`src/rtl/io_bus_ctrl.sv`:
```
// io_bus_ctrl: memory-mapped LED/seven-segment/switch peripheral with poll handshakes and hex scan
module io_bus_ctrl #(
  parameter int DEBOUNCE_CYCLES = 4,
  parameter int SEG_HOLD = 8,
  parameter int SCAN_CYCLES = 2
) (
  input  logic        clk,
  input  logic        rst,
  input  logic [7:0]  io_addr,
  input  logic [31:0] io_dout,
  input  logic        io_we,
  output logic [31:0] io_din,
  input  logic [15:0] sw,
  input  logic        btn,
  output logic [15:0] led,
  output logic [7:0]  an,
  output logic [3:0]  hex
);
  localparam int DW = $clog2(DEBOUNCE_CYCLES + 1);
  localparam int HW = $clog2(SEG_HOLD + 1);
  localparam int SCW = $clog2(SCAN_CYCLES + 1);
  logic btn_s1, btn_s2, db_lvl, db_prev, rise;
  logic [DW-1:0] db_cnt;
  logic [15:0] sw_s1, sw_s2, sw_data;
  logic [31:0] seg_data;
  logic out_rdy, seg_ovf, in_vld, in_ovr;
  logic [HW-1:0] hold;
  logic [SCW-1:0] scan;
  logic [2:0] digit;
  logic wr_led, wr_stat, wr_seg, ack;
  assign wr_led = io_we && io_addr == 8'h00;
  assign wr_stat = io_we && io_addr == 8'h08;
  assign wr_seg = io_we && io_addr == 8'h0C;
  assign ack = io_we && io_addr == 8'h10;
  assign rise = db_lvl & ~db_prev;
  always_ff @(posedge clk) begin
    if (rst) begin
      btn_s1 <= 1'b0;
      btn_s2 <= 1'b0;
      sw_s1 <= '0;
      sw_s2 <= '0;
      db_lvl <= 1'b0;
      db_prev <= 1'b0;
      db_cnt <= '0;
      led <= '0;
      seg_data <= '0;
      out_rdy <= 1'b1;
      seg_ovf <= 1'b0;
      hold <= '0;
      in_vld <= 1'b0;
      in_ovr <= 1'b0;
      sw_data <= '0;
      scan <= '0;
      digit <= '0;
    end else begin
      btn_s1 <= btn;
      btn_s2 <= btn_s1;
      sw_s1 <= sw;
      sw_s2 <= sw_s1;
      db_prev <= db_lvl;
      if (btn_s2 == db_lvl) db_cnt <= '0;
      else if (db_cnt == DW'(DEBOUNCE_CYCLES - 1)) begin
        db_lvl <= btn_s2;
        db_cnt <= '0;
      end else db_cnt <= db_cnt + 1'b1;
      if (wr_led) led <= io_dout[15:0];
      if (wr_seg && out_rdy) begin
        seg_data <= io_dout;
        out_rdy <= 1'b0;
        hold <= HW'(SEG_HOLD);
      end else if (!out_rdy) begin
        out_rdy <= hold == HW'(1);
        hold <= hold - 1'b1;
      end
      if (wr_seg && !out_rdy) seg_ovf <= 1'b1;
      else if (wr_stat) seg_ovf <= 1'b0;
      // in_ovr can only be set while in_vld is high, so a fresh capture may clear it
      if (rise) begin
        if (!in_vld || ack) begin
          sw_data <= sw_s2;
          in_vld <= 1'b1;
          in_ovr <= 1'b0;
        end else in_ovr <= 1'b1;
      end else if (ack) begin
        in_vld <= 1'b0;
        in_ovr <= 1'b0;
      end
      if (scan == SCW'(SCAN_CYCLES - 1)) begin
        scan <= '0;
        digit <= digit + 1'b1;
      end else scan <= scan + 1'b1;
    end
  end
  assign an = 8'b1 << digit;
  assign hex = seg_data[{digit, 2'b00} +: 4];
  always_comb
    io_din = io_addr == 8'h00 ? {16'b0, led} :
             io_addr == 8'h08 ? {30'b0, seg_ovf, out_rdy} :
             io_addr == 8'h0C ? seg_data :
             io_addr == 8'h10 ? {30'b0, in_ovr, in_vld} :
             io_addr == 8'h14 ? {16'b0, sw_data} : 32'b0;
endmodule

```
`config.mk`:
```
export PLATFORM = sky130hd
export DESIGN_NAME = io_bus_ctrl
export DESIGN_NICKNAME = d
export VERILOG_FILES = /design/src/rtl/io_bus_ctrl.sv
export SDC_FILE = /design/constraint.sdc
export NUM_CORES = 1
export LEC_CHECK = 0
export ABC_AREA = 1
export BUFFER_PORTS_ARGS = -buffer_cell sky130_fd_sc_hd__clkbuf_2
export CAP_MARGIN = 10
export CORE_ASPECT_RATIO = 2
export CORE_MARGIN = 2
export CORE_UTILIZATION = 30
export CTS_BUF_LIST = sky130_fd_sc_hd__clkbuf_2
export DETAILED_ROUTE_END_ITERATION = 8
export PLACE_DENSITY_LB_ADDON = 0.2
export SYNTH_ARGS = -nofsm -noshare
export SYNTH_HDL_FRONTEND = slang
export SYNTH_SLANG_ARGS = --single-unit
```
`constraint.sdc`:
```
create_clock -name clk -period 1.6 [get_ports clk]
set_input_delay 0.32 -clock clk [delete_from_list [all_inputs] [get_ports clk]]
set_output_delay 0.32 -clock clk [all_outputs]
set_load 0.01 [all_outputs]
```
# After elaboration in Yosys (flattened, before gate mapping)
# Index checks and enable logic that the tools add are counted.
# classes
addsub,4
n_eq_ne,10
reduce_logical,18
mux,16
shift,2
n_bitwise,3
# ops
operator,count
$mux 32,3
$mux 16,2
$shiftx 32x6->4,1
$eq 8x4->1 const B,2
$eq 8x5->1 const B,2
$mux 1,9
$logic_not 8->1,1
$mux 4,2
$shl 1x3->8 const A,1
$add 3x1->3 const B,2
$logic_and 1x1->1,6
$reduce_and 2->1,3
$eq 4x1->1 const B,1
$ne 2x1->1 const B,2
$reduce_bool 2->1,2
$reduce_or 2->1,2
$sub 4x1->4 const B,1
$eq 3x2->1 const B,1
$reduce_or 3->1,1
$add 2x1->2 const B,1
$eq 2x1->1 const B,1
$logic_not 1->1,2
$not 1->1,2
$and 1x1->1,1
2 further kinds,2
# totals
inputBits,60
register_bits,116
output_inout_bits,60
elab_cells,71

# Logic depth before layout (Yosys ltp)
# depth
word_depth,6
depth_mapped,10

# Least setup slack after synthesis
# No wires, ideal clock.
# synth_path
path_kind,register -> output
startpoint,register digit[0]
endpoint,output port hex[3]
path_slack_ns,-0.013
arrival_time_ns,1.293
required_time_ns,1.280
path_buffers,2
stages_incl_launch_ff,8
path_cell_list,dfxtp_1 > buf_2 > clkinv_1 > buf_2 > a21oi_1 > o21ai_0 > nand3_1 > o21a_1
# synth_via
elab_chain_cells,1
# synth_rtl
item,line_no,source
start: declaration,29,logic [2:0] digit;
start signal: assignment,90,digit <= digit + 1'b1;
$shiftx 32x6->4,95,"assign hex = seg_data[{digit, 2'b00} +: 4];"
end: declaration,17,output logic [3:0] hex
# No other way between the ends.

# Final worst setup path
# Same ends and word-level chain as after synthesis.

==> Implementation_results.wiki <==
{| class="wikitable"
! Metric !! Value
|-
| Run status || finished, violations left
|-
| Violations in the final reports || setup timing
|-
| Post-route setup slack || -0.502 ns
|-
| Largest net degree at the start of global routing || 66
|-
| Quantity of I/O buffers inserted on ports || 119
|-
| Die width || slightly below 100 um
|-
| Die height || 189 um
|-
| Via count of the first global-routing pass || ~5,000
|-
| Worst-case vdd ir drop || between 0.3 and 0.4 mV
|-
| Finished Cell Area || 7840 um^2
|-
| Detailed Route Iter0 Violations || 199
|-
| # Max-Cap Violations || 0
|-
| Required time reported for the critical path endpoint || 1.28 ns
|-
| Effective utilization at floorplan || 0.306
|-
| Synthesis Warnings || 0
|-
| Number of pins with negative max-slew slack in the final report || 0
|-
| Element type at the critical path end || primary output
|-
| Placeable core region || 16,800 um^2
|-
| Number of search-and-repair iterations in the first detailed-routing pass || 4
|-
| Latest clock arrival within the worst-skew pair || 0.67 ns
|-
| Time the worst path needs with I/O delays and setup || ~2.1 ns
|-
| Pin slew with the least headroom to its limit || 0.496 ns
|-
| Unrepaired setup endpoints after global routing || yes
|-
| Classification of the worst setup path || flip-flop to primary output
|-
| Synthesized netlist cell count || between 700 and 800
|-
| Number of placement rows || 67
|-
| Final Hold Fails || 0
|-
| HPWL after DPL || 11.0 mm
|-
| Inserted Clock Buffers || 17
|-
| Post-Place Setup Slack || -0.265 ns
|-
| Total of flip-flops plus latches after synthesis || 116
|-
| Pwr dens || 742 nW/um^2
|-
| Number of top-level pins || 120
|-
| Cell at the root of the clock tree || sky130_fd_sc_hd__clkbuf_2
|-
| # DRC || 0
|-
| Signed area change from the synthesized netlist to the final layout || 52.9%
|-
| Total length of routed wires || 15.8 mm
|-
| Share of synthesized area occupied by flip-flops and latches || 0.453
|-
| Average routed wire per standard cell || 13.5 um
|-
| Ratio of final minimum period to clock period || 1.31
|-
| Number of cells on the worst reg-to-reg path || 4
|-
| Number of antenna violations at the first check in global routing || 1
|-
| Via-per-instance ratio || about 4.5
|-
| Routability-driven placement congestion ratio || 0.796
|-
| Number of enable-type register cells in the synthesized netlist || 0
|-
| Total setup violations reported at the end of the flow || 44
|-
| Clock Skews || 0.0313 ns
|-
| Total clock sinks || roughly 120
|-
| Primary flip-flop cell chosen by synthesis mapping || sky130_fd_sc_hd__dfxtp_1
|-
| Hold Path Cell Cnt || 3
|-
| GRT overflow || 0
|-
| Top achievable clock speed || 0.476 GHz
|-
| Worst hold margin || 0.113 ns
|-
| Clock tree from TritonCTS || done
|-
| Layout cell share with drive strength beyond 1 || 0.386
|-
| Final net count || 1,018
|-
| Worst slew slack as a fraction of its limit || 0.669
|-
| Post-CTS clock slew at the launch and capture registers of the worst setup and hold paths || 0.16 ns
|-
| Detailed-route via count || approximately 5,200
|-
| Reported leakage power || around 3.7 nW
|-
| Most frequent standard cell in the layout excluding fill and tap cells || sky130_fd_sc_hd__nor2_1
|-
| Antenna Nets Post-Route || 0
|-
| Number of different library cells in the post-synthesis netlist || 29
|-
| Global-route wire length before repair || 24.4 mm
|-
| Average cell area after synthesis || 6.86 um^2
|-
| Final cell utilization of the core || 0.468
|-
| Hold Crit Class || input pin to flip-flop
|-
| Tot GR Track Use || 0.177
|-
| Kind of start point of the critical path || flip-flop
|-
| Crit path max fanout || 11
|-
| CTS Buffer Depth || 2
|-
| Mapped Area || 5130 um^2
|-
| Commonest non-fill, non-tap cells in the layout || sky130_fd_sc_hd__nor2_1, sky130_fd_sc_hd__nand2_1, sky130_fd_sc_hd__clkbuf_2
|-
| Area post-placement || between 6000 and 7000 um^2
|-
| Number of H-tree branching levels || 4
|-
| # fillers || 1,715
|-
| Total Die Area || 18,200 um^2
|-
| Post-synth ARST share || 0
|-
| Signal arrival time at the worst endpoint || 1.78 ns
|-
| Synthesized net count || 819
|}
## registers in the layout (all words and copies together) (netlist names)
name      count
seg_data     32
seg_ovf       1
led          16
out_rdy       1
db_lvl        1
sw_data      16
btn_s1        1
db_prev       1
scan          2
in_vld        1
digit         3
sw_s2        16
btn_s2        1
hold          4
db_cnt        3
sw_s1        16
in_ovr        1
## critical path: stages, from the launching register on
cell                       delay (ns)
sky130_fd_sc_hd__dfxtp_4         0.41
sky130_fd_sc_hd__buf_8           0.15
sky130_fd_sc_hd__a21oi_1         0.14
sky130_fd_sc_hd__o21ai_1         0.07
sky130_fd_sc_hd__nand3_1         0.09
sky130_fd_sc_hd__o21a_1          0.14
sky130_fd_sc_hd__clkbuf_8        0.14
## synthesized netlist by cell type, types with 2 or more instances
master / n / area, um^2
sky130_fd_sc_hd__a21oi_1: 48 / 240
sky130_fd_sc_hd__nor3_1: 9 / 45.0
sky130_fd_sc_hd__nand2_1: 145 / 544
sky130_fd_sc_hd__clkinv_1: 2 / 7.51
sky130_fd_sc_hd__ha_1: 11 / 138
sky130_fd_sc_hd__buf_1: 2 / 7.51
sky130_fd_sc_hd__nand3_4: 2 / 35.0
sky130_fd_sc_hd__o21ai_0: 38 / 190
sky130_fd_sc_hd__clkbuf_1: 18 / 67.6
sky130_fd_sc_hd__inv_1: 104 / 390
sky130_fd_sc_hd__buf_6: 4 / 45.0
sky130_fd_sc_hd__inv_2: 3 / 11.3
sky130_fd_sc_hd__buf_4: 3 / 22.5
sky130_fd_sc_hd__nor2_2: 2 / 12.5
sky130_fd_sc_hd__nand3_1: 42 / 210
sky130_fd_sc_hd__nand4_1: 6 / 37.5
sky130_fd_sc_hd__buf_2: 12 / 60.1
sky130_fd_sc_hd__dfxtp_1: 116 / 2320
sky130_fd_sc_hd__nor2_1: 168 / 631
sky130_fd_sc_hd__o21a_1: 4 / 30.0
## power breakdown
group	switching, mW	internal (mW)
logic	0.450	0.456
clock network	1.07	0.864
registers	0.0350	2.94
## area by class of cell
cell class	instances	area, um^2	share of cell area
clock inverters	11	136	0.0174
diodes	1	2.50	0.000319
clock buffers	20	100	0.0128
inverters	110	440	0.0562
repair inverters	1	11.3	0.00144
flip-flops and latches	116	2410	0.308
repair buffers	218	1900	0.242
well taps	207	259	0.0330
multi-input cells	483	2580	0.329
## worst paths after layout
check                               start        end  slack (ns)
worst max-delay path             digit[0]     hex[3]       -0.50
worst min register to register  sw_s1[10]  sw_s2[10]        0.41
worst max register to register   digit[0]   digit[2]        0.34
worst min-delay path                io_we    seg_ovf        0.11
## stage by stage
step | instances | total power, mW | TNS [ns]
global placement | 1069 | 3.68 | -8.01
CTS | 1162 | 5.82 | -10.64
finish | 1167 | 5.82 | -8.48
detailed placement | 1069 | 3.69 | -9.67
global route | 1167 | 6.15 | -12.72
floorplan | 748 | 3.40 | 0
## per-layer routing
metal  share of wire  up-vias  global-route usage
met1            0.37     2372               0.183
met5               0        -                   0
li1                -     2691                   -
met4           0.044        0              0.0986
met3           0.027       38              0.0338
met2            0.56      102               0.320
## repair_timing
action                                  in CTS  in global routing
setup buffers                               11                  4
hold buffers                                49                  0
pin swaps                                   40                 28
resized for setup                          167                157
hold endpoints to repair                    65                  0
gates cloned                                 2                  0
endpoints found under the setup margin      58                 56
## cells by family (layout without fill, tap and decap cells)
family	count (synthesis)	after routing	share of synthesized area
compound gates	92	92	0.0924
flops	116	116	0.453
buf+inv	149	360	0.120
simple gates	379	379	0.306
fa+ha+maj	11	11	0.0268
other cells	0	1	0
xor+xnor	1	1	0.00171
Power figures use the tool's default switching activity.
